--- config.mk ---
export PLATFORM = sky130hd
export DESIGN_NAME = fetch_sequencer
export DESIGN_NICKNAME = d
export VERILOG_FILES = /design/src/rtl/cpu_pkg.sv /design/src/rtl/instret_counter.sv /design/src/rtl/fetch_sequencer.sv
export SDC_FILE = /design/constraint.sdc
export NUM_CORES = 1
export LEC_CHECK = 0
export CAP_MARGIN = 20
export CORE_MARGIN = 3
export CORE_UTILIZATION = 50
export CTS_BUF_LIST = sky130_fd_sc_hd__clkbuf_8
export CTS_CLUSTER_SIZE = 40
export DETAILED_ROUTE_END_ITERATION = 12
export GPL_TIMING_DRIVEN = 0
export PLACE_DENSITY_LB_ADDON = 0.05
export SYNTH_ARGS = -nofsm -noshare
export SYNTH_HDL_FRONTEND = slang
export SYNTH_SLANG_ARGS = --single-unit
--- constraint.sdc ---
create_clock -name clk -period 4.55 [get_ports clk]
set_input_delay 0.455 -clock clk [delete_from_list [all_inputs] [get_ports clk]]
set_output_delay 0.455 -clock clk [all_outputs]
set_load 0.05 [all_outputs]
--- src/rtl/cpu_pkg.sv ---
// Shared definitions for the fetch front end.
//   PC_W / INSTR_W : word-address and instruction widths
//   BUBBLE         : instruction word presented when valid_ex is low
//   fetch_state_t  : sequencer state, encoded RUN=0 STALL=1 FLUSH=2 HALT=3
//   pc_inc()       : next sequential word address, wrapping silently
package cpu_pkg;

  localparam int PC_W    = 12;
  localparam int INSTR_W = 32;

  localparam logic [INSTR_W-1:0] BUBBLE = 32'h0;

  typedef enum logic [1:0] {
    RUN   = 2'd0,
    STALL = 2'd1,
    FLUSH = 2'd2,
    HALT  = 2'd3
  } fetch_state_t;

  // The top address rolls over to zero; no overflow indication is wanted.
  function automatic logic [PC_W-1:0] pc_inc(input logic [PC_W-1:0] pc);
    return pc + PC_W'(1);
  endfunction

endpackage

--- src/rtl/instret_counter.sv ---
// Retired-instruction counter.
//   clk   : rising-edge clock
//   rst_n : synchronous active-low reset, clears the count
//   inc   : add one to the count on this edge
//   count : running total, wraps modulo 2^32
module instret_counter (
  input  logic        clk,
  input  logic        rst_n,
  input  logic        inc,
  output logic [31:0] count
);

  logic [31:0] count_q;
  logic [31:0] count_d;

  always_comb begin
    count_d = count_q;
    if (inc) count_d = count_q + 32'd1;
  end

  // NOTE: state is updated with non-blocking assignments so every flop in the
  // design samples its inputs from the same pre-edge values.
  always_ff @(posedge clk) begin
    if (!rst_n) count_q <= '0;
    else        count_q <= count_d;
  end

  assign count = count_q;

endmodule

--- src/rtl/fetch_sequencer.sv ---
// Fetch sequencer: drives the instruction fetch address, holds the instruction
// under execution, and reacts to stall / redirect / halt requests from EX.
//   clk, rst_n      : clock, synchronous active-low reset
//   stall_req       : EX needs another cycle (only honoured while valid_ex=1)
//   redirect_valid  : EX changes flow to redirect_pc (only while valid_ex=1)
//   redirect_pc     : word address of the redirect target
//   halt_req        : EX halts after it completes (only while valid_ex=1)
//   resume          : leave HALT
//   inst_rdata      : instruction memory read data for inst_addr
//   inst_addr       : fetch word address (the internal pc)
//   instr_ex, pc_ex : instruction held for execute and its address
//   valid_ex        : instr_ex is a real instruction, 0 = bubble
//   state           : RUN / STALL / FLUSH / HALT
//   instret         : retired-instruction count
module fetch_sequencer
  import cpu_pkg::*;
(
  input  logic               clk,
  input  logic               rst_n,
  input  logic               stall_req,
  input  logic               redirect_valid,
  input  logic [PC_W-1:0]    redirect_pc,
  input  logic               halt_req,
  input  logic               resume,
  input  logic [INSTR_W-1:0] inst_rdata,
  output logic [PC_W-1:0]    inst_addr,
  output logic [INSTR_W-1:0] instr_ex,
  output logic [PC_W-1:0]    pc_ex,
  output logic               valid_ex,
  output logic [1:0]         state,
  output logic [31:0]        instret
);

  fetch_state_t       state_q,    state_d;
  logic [PC_W-1:0]    pc_q,       pc_d;
  logic [INSTR_W-1:0] instr_ex_q, instr_ex_d;
  logic [PC_W-1:0]    pc_ex_q,    pc_ex_d;
  logic               valid_ex_q, valid_ex_d;
  logic               advance;
  logic               retire;

  // EX requests only mean something while a real instruction sits in EX,
  // which can only happen in RUN or STALL.
  logic ex_live;
  assign ex_live = valid_ex_q && ((state_q == RUN) || (state_q == STALL));

  // Any edge that lets a live instruction leave EX retires it, whether it
  // is followed by an advance, a redirect or a halt.
  assign retire = ex_live && !stall_req;

  always_comb begin
    // NOTE: every signal gets a default before the case so that no path
    // leaves it unassigned, which would infer a latch.
    state_d    = state_q;
    pc_d       = pc_q;
    instr_ex_d = instr_ex_q;
    pc_ex_d    = pc_ex_q;
    valid_ex_d = valid_ex_q;
    advance    = 1'b0;

    unique case (state_q)
      RUN, STALL: begin
        if (ex_live && stall_req) begin
          // Freeze everything; redirect and halt wait until the stall drops.
          state_d = STALL;
        end else if (ex_live && halt_req) begin
          // A redirect in the same cycle still decides where we restart.
          state_d    = HALT;
          valid_ex_d = 1'b0;
          instr_ex_d = BUBBLE;
          if (redirect_valid) pc_d = redirect_pc;
        end else if (ex_live && redirect_valid) begin
          // The word fetched this cycle is on the wrong path: drop it and
          // spend one cycle fetching from the target.
          state_d    = FLUSH;
          pc_d       = redirect_pc;
          valid_ex_d = 1'b0;
          instr_ex_d = BUBBLE;
        end else begin
          advance = 1'b1;
        end
      end
      FLUSH:   advance = 1'b1;
      HALT:    advance = resume;
      default: advance = 1'b1;
    endcase

    if (advance) begin
      state_d    = RUN;
      instr_ex_d = inst_rdata;
      pc_ex_d    = pc_q;
      valid_ex_d = 1'b1;
      pc_d       = pc_inc(pc_q);
    end
  end

  always_ff @(posedge clk) begin
    if (!rst_n) begin
      state_q    <= RUN;
      pc_q       <= '0;
      instr_ex_q <= BUBBLE;
      pc_ex_q    <= '0;
      valid_ex_q <= 1'b0;
    end else begin
      state_q    <= state_d;
      pc_q       <= pc_d;
      instr_ex_q <= instr_ex_d;
      pc_ex_q    <= pc_ex_d;
      valid_ex_q <= valid_ex_d;
    end
  end

  instret_counter u_instret (
    .clk   (clk),
    .rst_n (rst_n),
    .inc   (retire),
    .count (instret)
  );

  assign inst_addr = pc_q;
  assign instr_ex  = instr_ex_q;
  assign pc_ex     = pc_ex_q;
  assign valid_ex  = valid_ex_q;
  assign state     = state_q;

endmodule

==> qor.tcl, run 1 <==
set qor(layout.cells.most_common) {sky130_fd_sc_hd__clkdlybuf4s50_1}
set qor(synthesis.nets) 539
set qor(vias) 4204
set qor(worst-path-max-fanout) 10
set qor(avgSynthCellArea_um2) 8.316
set qor(synth_flop_cell) {sky130_fd_sc_hd__dfxtp_1}
set qor(cts_resized) 0
set qor(core_mm2) 0.007807
set qor(path_cells) {clkdlybuf4s50_1 > nor4bb_1 > buf_2 > nand3_4 > buf_6 > nor4_1 > mux2i_1}
set qor(number_of_antenna_violations_at_the_first_check_in_global_routing) 0
set qor(synthCells) 487
set qor(yosysWarningCount) 0
set qor(grt_use_total_pct) 25.05
set qor(overflow) 0
set qor(finish.net_count) 690
set qor(synth-seq-area-share_pct) 44.98
set qor(hold_crit_class) {reg -> reg}
set qor(finalHoldViolations) 0
set qor(final_report_setup_violation_count) 0
set qor(dieWidth_um) 96
set qor(cts_post_setup_buffers_inserted) 0
set qor(critPathArrivalTime_ps) 2470
set qor(power.density_cell_area_mw_per_mm2) 313.5
set qor(fin_util_pct) 74.04
set qor(wire_per_inst_um) 15.35
set qor(clk_latency_ps) 350
set qor(vias_in_the_first_global_route) 3967
set qor(synthArstFlopShare_pct) 0
set qor(yosys_register_bits) 91
set qor(port_buffers) 140
set qor(drive_above_1_share_pct) 4.984
set qor(cts.hold.buffers_added) 0
set qor(fin_crit_sh_pct) 48.12
set qor(crit_path_end_kind) {flop}
set qor(synth_area_mm2) 0.004050
set qor(start_kind) {input port}
set qor(static-leakage-power_nw) 1.948
set qor(cts.root.buffer_cell) {sky130_fd_sc_hd__clkbuf_8}
set qor(placed_cells) 729
set qor(clock-sinks) 91
set qor(tritoncts_clock_tree) {yes}
set qor(grt_max_degree) 15
set qor(layoutNonFillerInstCount) 744
set qor(remaining_number_of_nets_flagged_by_the_antenna_check_after_routing) 0
set qor(vdd_drop_max_mv) 0.2385
set qor(critical_path_class) {in -> reg}
set qor(cts.reportedPaths.clkPinSlew_ps) 80
set qor(detailed_place_hpwl_um) 8338
set qor(cts-buffers-inserted) 9
set qor(fill_cells) 632
set qor(max-clock-path-buffers) 2
set qor(grt_setup_unrepaired) {false}
set qor(timing.final.crit_period_ps) 2190
set qor(cts_htree_levels) 3
set qor(cap_viol_max_count) 0
set qor(finalPower_mw) 1.812
set qor(synth_enable_flop_cells) 0
set qor(timing_worst_slew_pin_value_ps) 571.1
set qor(timing_max_transition_violations_final) 0
set qor(routed_via_density) 5.651
set qor(fmax_mhz) 456.7
set qor(cp_data_required_time_ps) 4830
set qor(whs_ps) 453.9
set qor(boundaryPins) 141
set qor(drt_pass1_iterations) 4
set qor(critical-path-max-stage-delay_ps) 540
set qor(slew-limit-headroom_pct) 61.80
set qor(mostFrequentLayoutCells) {140 x sky130_fd_sc_hd__clkdlybuf4s50_1, 91 x sky130_fd_sc_hd__dfxtp_1, 87 x sky130_fd_sc_hd__nand2_1, 57 x sky130_fd_sc_hd__a21oi_1, 49 x sky130_fd_sc_hd__nand3_1}
set qor(run_status) {completed}
set qor(rows) 32
set qor(initial_utilization_pct) 51.87
set qor(antenna_diode_count) 0
set qor(drc_errors) 0
set qor(setup_tns_ps) 0
set qor(wire_length_of_the_first_global_routing_pass_um) 18470
set qor(synth.distinct_cells) 52
set qor(route.final.wire_length_um) 11420
set qor(globalplace.congestion) 0.9414
set qor(die_height_um) 96
set qor(die_area_mm2) 0.009216
set qor(area.growth.synth_to_final_pct) 42.72
set qor(worst_clock_skew_ps) 9.164
set qor(worst_path_max_delay_cell) {sky130_fd_sc_hd__clkdlybuf4s50_1}
set qor(detailedRoute.firstIterationViolations) 213
## layout make-up
class | instances | area (um^2) | area share [%]
Multi-Input combinational cell | 354 | 2034 | 35.19
Sequential cell | 91 | 1822 | 31.52
Timing Repair Buffer | 140 | 1401 | 24.24
Buffer | 35 | 167.7 | 2.900
Clock buffer | 11 | 151.4 | 2.619
Tap cell | 102 | 127.6 | 2.208
Clock inverter | 4 | 50.05 | 0.8658
Inverter | 7 | 26.28 | 0.4545
## layer usage
metal	up-vias	part of all wire [%]	GRT usage, %
met3	10	7.8	6.880
met2	156	50	41.69
met5	-	0	0
met4	0	1.0	6.635
li1	2046	-	-
met1	1992	41	31.92
## synth_stat cells (7+ instances only)
| master | count | share of area [%] |
|---|---|---|
| sky130_fd_sc_hd__nand3_1 | 49 | 6.1 |
| sky130_fd_sc_hd__nor4_1 | 15 | 2.3 |
| sky130_fd_sc_hd__dfxtp_1 | 91 | 45 |
| sky130_fd_sc_hd__o31ai_1 | 7 | 1.3 |
| sky130_fd_sc_hd__nand2b_1 | 13 | 2.0 |
| sky130_fd_sc_hd__o21ai_0 | 7 | 0.86 |
| sky130_fd_sc_hd__mux2i_1 | 15 | 3.7 |
| sky130_fd_sc_hd__or4_1 | 8 | 1.5 |
| sky130_fd_sc_hd__or3_1 | 7 | 1.1 |
| sky130_fd_sc_hd__nand2_1 | 87 | 8.1 |
| sky130_fd_sc_hd__clkbuf_1 | 24 | 2.2 |
| sky130_fd_sc_hd__xor2_1 | 7 | 1.5 |
| sky130_fd_sc_hd__nor2_1 | 13 | 1.2 |
| sky130_fd_sc_hd__nand4_1 | 11 | 1.7 |
| sky130_fd_sc_hd__a21oi_1 | 57 | 7.0 |
## flip-flops by register name, summed over array words and instances (netlist names)
signal	count
inst_addr	12
u_instret.count	32
instr_ex	32
valid_ex	1
pc_ex	12
state	2
## logic make-up after synthesis
| group | count (synthesis) | synth area share, % |
|---|---|---|
| multiplexers | 16 | 3.985 |
| AO/OA/AOI/OAI | 95 | 14.09 |
| AND/OR/NAND/NOR | 232 | 29.60 |
| buffers and inverters | 42 | 4.788 |
| adder cells (fa/ha/maj) | 2 | 0.6178 |
| XOR/XNOR | 9 | 1.946 |
| flip-flops | 91 | 44.98 |
## power breakdown
part / internal [mW] / switching (mW) / leakage [nW]
clock: 0.280 / 0.273 / 0.0974
combinational: 0.149 / 0.248 / 1.11
sequential: 0.832 / 0.0306 / 0.741
total: 1.26 / 0.551 / 1.95
## worst max-delay path: cells and delay by family
family	cells	cell delay, ps
and+or+nand+nor	3	780
muxes	1	230
buffers and inverters	3	980
## worst paths after layout
| check | slack, ps | endpoint | from | cells past startpoint |
|---|---|---|---|---|
| hold / removal | 450 | instr_ex[7] | instr_ex[7] | 2 |
| setup reg to reg | 2600 | pc_ex[4] | state[1] | 7 |
| hold reg to reg | 450 | instr_ex[7] | instr_ex[7] | 2 |
| setup / recovery | 2360 | u_instret.count[22] | stall_req | 7 |
## metrics by stage
stage	setup slack (ps)	area (um^2)
final	2360	5781
after global routing	2221	5781
after CTS	2364	5781
after detailed placement	1983	5579
after global placement	2026	5579
after floorplan	2542	4050
Note: power is estimated with default switching activity, not from simulation.
==> run 2, diff against run 1 <==
Settings changed: CORE_UTILIZATION 50 to 47.
Clock period 4.55 ns to 2.1 ns, I/O delays scaled along.
==> run 2 against run 1 <==
Non-clock buffer count unchanged. Final cell count up 0.54%. Wire length up 3.0%. Global-route usage is 0.58 points lower. Clock power rose by 97%. Largest power group unchanged.
==> qor.tcl, run 2 (synthesized netlist as in run 1, its figures left out) <==
set qor(finalPower_mw) 3.822
set qor(power.density_cell_area_mw_per_mm2) 661.3
set qor(finalHoldViolations) 0
set qor(final_report_setup_violation_count) 0
set qor(path_cells) {clkdlybuf4s50_1 > nor4bb_1 > buf_2 > nand2_1 > buf_2 > nor4_1 > mux2i_1}
set qor(routed_via_density) 5.519
set qor(fin_util_pct) 69.64
set qor(worst-path-max-fanout) 10
set qor(worst_path_max_delay_cell) {sky130_fd_sc_hd__clkdlybuf4s50_1}
set qor(vdd_drop_max_mv) 0.3974
set qor(overflow) 0
set qor(grt_max_degree) 16
set qor(cts_htree_levels) 3
set qor(crit_path_end_kind) {flop}
set qor(worst_clock_skew_ps) 14.22
set qor(detailed_place_hpwl_um) 8572
set qor(rows) 33
set qor(post-route-cell-area_mm2) 0.005779
set qor(finish.net_count) 690
set qor(fmax_mhz) 507.1
set qor(timing_worst_slew_pin_value_ps) 590.0
set qor(detailedRoute.firstIterationViolations) 146
set qor(die_area_mm2) 0.009767
set qor(tritoncts_clock_tree) {yes}
set qor(layout.cells.most_common) {sky130_fd_sc_hd__clkdlybuf4s50_1}
set qor(wire_length_of_the_first_global_routing_pass_um) 19770
set qor(route.final.wire_length_um) 11760
set qor(cts.root.buffer_cell) {sky130_fd_sc_hd__clkbuf_8}
set qor(dieWidth_um) 98.83
set qor(max-clock-path-buffers) 2
set qor(fin_crit_sh_pct) 93.90
set qor(area.growth.synth_to_final_pct) 42.69
set qor(cts-buffers-inserted) 9
set qor(finalWorstSetupSlack_ps) 128.1
set qor(start_kind) {input port}
set qor(remaining_number_of_nets_flagged_by_the_antenna_check_after_routing) 0
set qor(placedInstanceArea_mm2) 0.005583
set qor(drt_pass1_iterations) 4
set qor(run_status) {completed}
set qor(cap_viol_max_count) 0
set qor(area_used_by_sequential_logic_in_the_layout_mm2) 0.001823
set qor(slew-limit-headroom_pct) 60.67
set qor(dp_slack_ps) -225.9
set qor(fill_cells) 731
set qor(clk_latency_ps) 360
set qor(vias_in_the_first_global_route) 4013
set qor(vias) 4128
set qor(grt_setup_unrepaired) {true}
set qor(core_mm2) 0.008299
set qor(hold_crit_class) {in -> reg}
set qor(drive_above_1_share_pct) 5.754
set qor(drc_errors) 0
set qor(critPathArrivalTime_ps) 2250
set qor(mostFrequentLayoutCells) {140 x sky130_fd_sc_hd__clkdlybuf4s50_1, 90 x sky130_fd_sc_hd__dfxtp_1, 87 x sky130_fd_sc_hd__nand2_1, 57 x sky130_fd_sc_hd__a21oi_1, 49 x sky130_fd_sc_hd__nand3_1}
set qor(timing_max_transition_violations_final) 0
set qor(critical-path-max-stage-delay_ps) 560
set qor(rrSetupSlack_ps) 130
set qor(antenna_diode_count) 0
set qor(cp_data_required_time_ps) 2380
set qor(cell_depth_of_the_worst_min_delay_path) 3
set qor(grt_use_total_pct) 24.47
set qor(static-leakage-power_nw) 1.950
set qor(timing.final.crit_period_ps) 1972
set qor(port_buffers) 140
set qor(critical_path_class) {in -> reg}
set qor(boundaryPins) 141
set qor(globalplace.congestion) 0.8336
set qor(initial_utilization_pct) 48.80
set qor(footprint_of_the_multi_input_gates_mm2) 0.002047
set qor(die_height_um) 98.83
set qor(wire_per_inst_um) 15.72
set qor(layoutNonFillerInstCount) 748
set qor(placed_cells) 732
set qor(number_of_antenna_violations_at_the_first_check_in_global_routing) 0
set qor(clock-sinks) 91
set qor(reg2reg_depth) 5
set qor(cts.reportedPaths.clkPinSlew_ps) 100
set qor(most_frequent_cp_cell) {sky130_fd_sc_hd__buf_2}
==> run 2: cell types whose count changed in the layout (fill, tap and decap cells not counted), sizes merged <==
cell      before  now
inv            7    8
clkinvlp       2    1
bufinv         1    0
clkinv         1    4
clkbuf        35   34
==> run 2: path summary, 6_finish.rpt <==
path,startpoint,end
setup / recovery,stall_req,u_instret.count[31]
hold / removal,redirect_pc[8],inst_addr[8]
setup reg to reg,u_instret.count[12],u_instret.count[19]
hold reg to reg,instr_ex[30],instr_ex[30]
==> run 2: layout make-up <==
| class | instances | area share, % |
|---|---|---|
| multi-input combinational | 354 | 35.42 |
| tap | 105 | 2.273 |
| clock inverter | 6 | 0.7361 |
| sequential | 91 | 31.54 |
| inverter | 7 | 0.4546 |
| timing repair buffer | 140 | 24.25 |
| clock buffer | 10 | 2.381 |
| buffer | 35 | 2.944 |
==> run 2: through the flow <==
| stage | hold slack (ps) | setup TNS [ps] |
|---|---|---|
| 2_1_floorplan | 360.4 | 0 |
| 3_3_place_gp | 437.2 | -4160 |
| 3_5_place_dp | 445.0 | -6127 |
| 4_1_cts | 398.5 | 0 |
| 5_1_grt | 406.5 | -10.65 |
| 6_report | 406.0 | 0 |
==> run 2: worst max-delay path, delay by kind of cell <==
kind	cells	cell delay, ps
buf+inv	3	1030
simple gates	3	770
mux	1	240
==> run 2: report_power, final <==
group	leakage, nW	internal (mW)	switching (mW)
logic	1.12	0.324	0.538
clock network	0.0936	0.463	0.625
registers	0.742	1.80	0.0676
total	1.95	2.59	1.23
==> run 2: timing repair <==
action / CTS / global route
gates resized for setup: 0 / 7
setup buffers: 0 / 0
hold buffers: 0 / 0
hold endpoints to repair: 0 / 0
endpoints found under the setup margin: 0 / 13
==> run 2: metal layers <==
metal  vias up  share of wire (%)  global-route usage (%)
met5         -                  0                       0
met4         0                1.4                   8.718
met3        16                7.5                   6.086
met2       139                 48                   40.08
met1      1936                 43                   31.37
li1       2037                  -                       -
